## src/rtl/qsn_pipe.sv

```systemverilog
// qsn_pipe: pipelined Z x W quasi-cyclic rotator, one barrel stage per register; `QSN_REVERSE_EN adds in_dir
module qsn_pipe #(
  parameter int Z = 4,
  parameter int W = 1,
  parameter int SW = $clog2(Z)
) (
  input  logic           clk,
  input  logic           rst_n,
  input  logic           in_valid,
  output logic           in_ready,
  input  logic [Z*W-1:0] in_data,
  input  logic [SW-1:0]  in_shift,
`ifdef QSN_REVERSE_EN
  input  logic           in_dir,
`endif
  output logic           out_valid,
  input  logic           out_ready,
  output logic [Z*W-1:0] out_data
);
  logic [SW-1:0] v_q, ld, pv, pr;
  logic [Z*W-1:0] d_q [SW];
  logic [Z*W-1:0] pd [SW];
  logic [SW-1:0] s_q [SW];
  logic [SW-1:0] ps [SW];
  logic e;
`ifdef QSN_REVERSE_EN
  logic r_q [SW];
`endif
  function automatic logic [Z*W-1:0] rot(input logic [Z*W-1:0] d, input int r, input logic rev);
    logic [Z*W-1:0] o;
    o = '0;
    for (int i = 0; i < Z; i++)
      o[i*W +: W] = rev ? d[((i + Z - r) % Z)*W +: W] : d[((i + r) % Z)*W +: W];
    return o;
  endfunction
  // a stage may load if it or any stage downstream of it is empty, or the sink takes the head
  always_comb begin
    ld = '0;
    e = 1'b0;
    for (int k = 0; k < SW; k++) begin
      e = out_ready;
      for (int j = k; j < SW; j++) e = e || !v_q[j];
      ld[k] = e;
    end
  end
  always_comb begin
    pv = '0;
    pr = '0;
    pd = '{default: '0};
    ps = '{default: '0};
    pv[0] = in_valid;
    pd[0] = in_data;
    ps[0] = in_shift;
`ifdef QSN_REVERSE_EN
    pr[0] = in_dir;
`endif
    for (int k = 1; k < SW; k++) begin
      pv[k] = v_q[k-1];
      pd[k] = d_q[k-1];
      ps[k] = s_q[k-1];
`ifdef QSN_REVERSE_EN
      pr[k] = r_q[k-1];
`endif
    end
  end
  always_ff @(posedge clk or negedge rst_n)
    if (!rst_n) begin
      v_q <= '0;
      for (int k = 0; k < SW; k++) begin
        d_q[k] <= '0;
        s_q[k] <= '0;
`ifdef QSN_REVERSE_EN
        r_q[k] <= 1'b0;
`endif
      end
    end else
      for (int k = 0; k < SW; k++)
        if (ld[k]) begin
          v_q[k] <= pv[k];
          if (pv[k]) begin
            d_q[k] <= ps[k][k] ? rot(pd[k], (1 << k) % Z, pr[k]) : pd[k];
            s_q[k] <= ps[k];
`ifdef QSN_REVERSE_EN
            r_q[k] <= pr[k];
`endif
          end
        end
  assign in_ready  = ld[0];
  assign out_valid = v_q[SW-1];
  assign out_data  = d_q[SW-1];
endmodule

```

## config.mk

```make
export PLATFORM = sky130hd
export DESIGN_NAME = qsn_pipe
export DESIGN_NICKNAME = d
export VERILOG_FILES = /design/src/rtl/qsn_pipe.sv
export SDC_FILE = /design/constraint.sdc
export NUM_CORES = 1
export LEC_CHECK = 0
export CAP_MARGIN = 20
export CORE_MARGIN = 2
export CORE_UTILIZATION = 43
export CTS_BUF_LIST = sky130_fd_sc_hd__clkbuf_4 sky130_fd_sc_hd__clkbuf_8
export DETAILED_ROUTE_END_ITERATION = 10
export PLACE_DENSITY = 0.76
export SLEW_MARGIN = 0
export SYNTH_ARGS = -nofsm -noshare
export SYNTH_HDL_FRONTEND = slang
export SYNTH_SLANG_ARGS = --single-unit
```

## constraint.sdc

```tcl
create_clock -name clk -period 0.9 [get_ports clk]
set_input_delay 0.18 -clock clk [delete_from_list [all_inputs] [get_ports clk]]
set_output_delay 0.18 -clock clk [all_outputs]
set_load 0.02 [all_outputs]
```

; ---- Word-level counts from Yosys, hierarchy flattened
; Cells that the tools add are included.
[totals]
romBits = 0
latch_bits = 0
regBits = 12
mem_bits_rw = 0
input_bits = 10
mem_count = 0
output_inout_bits = 6
[op_classes]
eq_ne = 0
add_sub_neg = 0
n_mux = 2
reduce_logical = 7
bitwise_logic = 0
n_lt_le_gt_ge = 0
n_mul = 0
shift = 0
div = 0
[op_table]
columns = cell, count
row1 = $mux 4, 2
row2 = $reduce_and 2->1, 2
row3 = $logic_or 1x1->1, 3
row4 = $logic_not 1->1, 2

; ---- Depth between registers and ports, before layout
[logic_depth]
ltp_word = 4
mapped_depth = 5
ltp_nobuf = 3

; ---- Least setup slack after synthesis
; No wires, ideal clock.
[synth_timing]
kind = register to register
from = register v_q[1]
to = register s_q (netlist bit ps[1])
stages_incl_launch_ff = 4
setup_ns = 0.125
setup_slack_ns = -0.183
t_arrival_ns = 0.958
path_cell_list = dfrtp_1 -> nand3b_4 -> nand2_1 -> mux2_4
[synth_between]
elab_chain_len = 3
[synth_lines]
columns = item, line_no
row1 = start: declaration, 20  ; logic [SW-1:0] v_q, ld, pv, pr;
row2 = start signal: indexed assignment, 79  ; v_q[k] <= pv[k];
row3 = $logic_not 1->1, 42  ; for (int j = k; j < SW; j++) e = e || !v_q[j];
row4 = $logic_or 1x1->1, 42
row5 = $reduce_and 2->1 (no source line), -
row6 = end signal: indexed assignment, 82  ; s_q[k] <= ps[k];
row7 = end: declaration, 23  ; logic [SW-1:0] s_q [SW];
; No other way between the ends.
; A chain may end at the register's enable or synchronous reset.

; ---- Worst setup path in the final report
[layout_timing]
from = input port out_ready
to = output port in_ready
[layout_between]
elab_chain_len = 2
[layout_lines]
columns = item, line_no
row1 = start: declaration, 17  ; input logic out_ready,
row2 = $logic_or 1x1->1 (2 in series), 42
row3 = end: declaration, 10  ; output logic in_ready,
; No other way between the ends.

==> key figures <==
Status
  – Status: finished, violations left
  – Violated checks: setup timing

Placed design
  – GP Congestion: 0.6684
  – Pre-CTS WS: -0.6704 ns
  – Dpl hpwl: 735.9 um
  – Port-buffer cells: 15

Critical path
  – Worst-path fanout max: 2
  – Worst Setup End Kind: output port
  – Crit Path Class: in2out
  – Required time of the critical path: around 0.72 ns
  – WP data arrival: ~0.92 ns
  – CP Launch Type: input pin

Clock network
  – Clock Sinks: 11
  – CTS Buffer Depth: 2
  – CTS root buf: clkbuf_4
  – CTS tree: done
  – Cts bufs inserted: 3
  – Hold buffer count at cts: 0
  – CTS clock-pin slew for the worst setup and hold paths: around 0.07 ns
  – Clk_lat worst skew: between 0.2 and 0.3 ns
  – H-Tree Depth: 1

Timing
  – Fin. max-slew vios: 0
  – Final Hold Fails: 0
  – Tightest Pin Transition: between 0.2 and 0.25 ns
  – Clock skew after layout: 0.004473 ns
  – Setup ws final: -0.2011 ns
  – RSZ-0062 raised after global routing: true
  – WHS: just over 0.2 ns
  – Max_slew headroom: 84.20%
  – Final setup viols: 16
  – FMAX: 908.1 MHz
  – Final min period: 1.101 ns
  – Period utilisation layout: 122.3%

Floorplan
  – Row count: 13
  – Placeable Area: 0.001285 mm2
  – DIE WIDTH: slightly above 40 um
  – DIE HEIGHT: 40.67 um
  – Die area: roughly 0.0017 mm2
  – Starting Density: 44.99%
  – Io pins: 16

Global route
  – Total grt overflow: 0
  – Pin count of the biggest net entering global routing: 12
  – Antenna violations before repair: 0
  – First-pass GRT wire length: around 1600 um
  – Number of global-route vias before repair: 408
  – GRT Total Usage: between 10% and 20%

Logic synthesis
  – Post-Synth XOR/XNOR Area: 0%
  – Unique masters post-synth: 12
  – Compound-Gate Fraction of Synth Area: roughly 16%
  – Synth area leader: dfrtp_1
  – Largest family of logic cells by synthesized area: multiplexers
  – Syn Inst Count: 51
  – Syn nets: 61
  – Post-Synth Simple-Gate Area: between 7 and 8%
  – Yosys warnings: 0
  – Mux cell area share after synthesis: between 10% and 20%
  – Post-Synth Adder-Cell Area: 0%
  – Flops & latches, synth: 11
  – Mean post-synth cell area: about 11 um2
  – Post-synthesis sequential area ratio: 47.62%
  – Yosys top cell area share: 47.62%
  – Syn Std Cell Area: around 580 um2
  – Top post-synthesis cells by area: dfrtp_1 48%, mux2i_1 14%, a31oi_1 8.7%, a21oi_1 6.9%, buf_4 6.5%

Min path
  – Min-delay worst type: in2async

Finish
  – N_diodes: 0
  – Filler Cell Count: around 100
  – Area Growth Syn to Fin: 47.40%
  – Multi-input logic area: approximately 270 um2
  – Fin util: about two thirds
  – Register Area: roughly 280 um2
  – Layout cells sized above 1: between 40 and 50%
  – Fin nets: 84

Job
  – Max_cap viols: 0

Detailed routing
  – Wire length on met2: 498 um
  – Routed met1 length: 374 um
  – Drt pass-1 iters: 4
  – DR iter-0 viols: 1
  – Highest Signal Layer: met4
  – Routed wl met3: 62 um
  – Vias: around 430
  – Remaining DRCs: 0
  – Final ANT Viol Nets: 0
  – Wirelength per Cell: roughly 11 um
  – Average vias per placed instance: 4.920
  – Routed WL: between 900 and 1000 um

Power
  – Max rail drop VDD: ~0.00067 V
  – Total power: 1.583 mW
  – Pleak: 0.3758 nW
  – Pwr dens: 1858 mW/mm2
[layer usage]
layer | up-vias | track usage (%)
met5 | - | 0
met2 | 17 | 26.19
met4 | 0 | 12.50
met1 | 190 | 17.07
li1 | 224 | -
met3 | 2 | 5.435
[cell usage after synthesis]
master	number
a21oi_1	8
a31oi_1	8
buf_2	2
buf_4	5
buf_6	2
clkbuf_2	1
dfrtp_1	11
mux2_4	1
mux2i_1	8
nand2_1	1
nand2b_1	3
nand3b_4	1
[final cells by class]
class | count | area share [%]
Sequential cell | 11 | 32.45
Timing Repair Buffer | 28 | 30.69
Clock buffer | 4 | 3.524
Multi-Input combinational cell | 30 | 31.13
Tap cell | 15 | 2.203
[worst max-delay path: stages]
cell	delay, ns
clkdlybuf4s50_1	0.47
nand3b_4	0.15
buf_6	0.12
[layout by cell type (no fill, tap or decap)]
| cell type | n |
|---|---|
| nand2_4 | 1 |
| nand2b_1 | 3 |
| clkdlybuf4s50_1 | 9 |
| dfrtp_1 | 10 |
| mux2_4 | 1 |
| nand3b_4 | 1 |
| mux2i_1 | 8 |
| a21oi_2 | 8 |
| dfrtp_2 | 1 |
| buf_2 | 2 |
| clkbuf_4 | 4 |
| a31oi_1 | 8 |
| buf_6 | 9 |
| buf_4 | 8 |
[flip-flops by register name (all words and copies together) (netlist names)]
register,count
v_q,2
out_data,4
ps,1
d_q,4
[path summary, 6_finish.rpt]
kind                             startpoint          end  slack (ns)  cells after the start
worst max-delay path              out_ready     in_ready       -0.20                      3
worst min-delay path                  rst_n  out_data[2]        0.21                      2
worst max register to register       v_q[1]        ps[1]       -0.19                      4
worst min register to register       d_q[7]       d_q[7]        0.57                      2
max in group asynchronous             rst_n       v_q[1]        0.53                      2
min in group clk                in_shift[1]        ps[1]        0.53                      2
[logic make-up after synthesis]
kind of cell / Yosys count
AOI/OAI and AO/OA: 16
DFF: 11
buffers and inverters: 10
muxes: 9
and+or+nand+nor: 5
[power breakdown]
| group | internal [mW] | total, mW | leakage [nW] | switching, mW |
|---|---|---|---|---|
| Combinational | 0.337 | 0.564 | 0.238 | 0.227 |
| Sequential | 0.581 | 0.658 | 0.119 | 0.0764 |
| Clock | 0.202 | 0.361 | 0.0184 | 0.159 |
| Total | 1.12 | 1.58 | 0.376 | 0.463 |
[repair_timing]
item | CTS | global route
setup endpoints to repair | 15 | 17
cloned | 1 | 0
pin swaps | 8 | 1
gates resized for setup | 45 | 1
buffers inserted | 3 | 0
[metrics by stage]
step	instance area [um2]	std cells	TNS, ns
detailed placement	747.0	80	-5.474
finish	852.1	88	-1.455
global route	852.1	88	-2.212
floorplan	591.8	51	-0.5699
CTS	847.1	88	-1.589
global placement	747.0	80	-5.381
No activity file was read; power rests on OpenSTA's default activity.
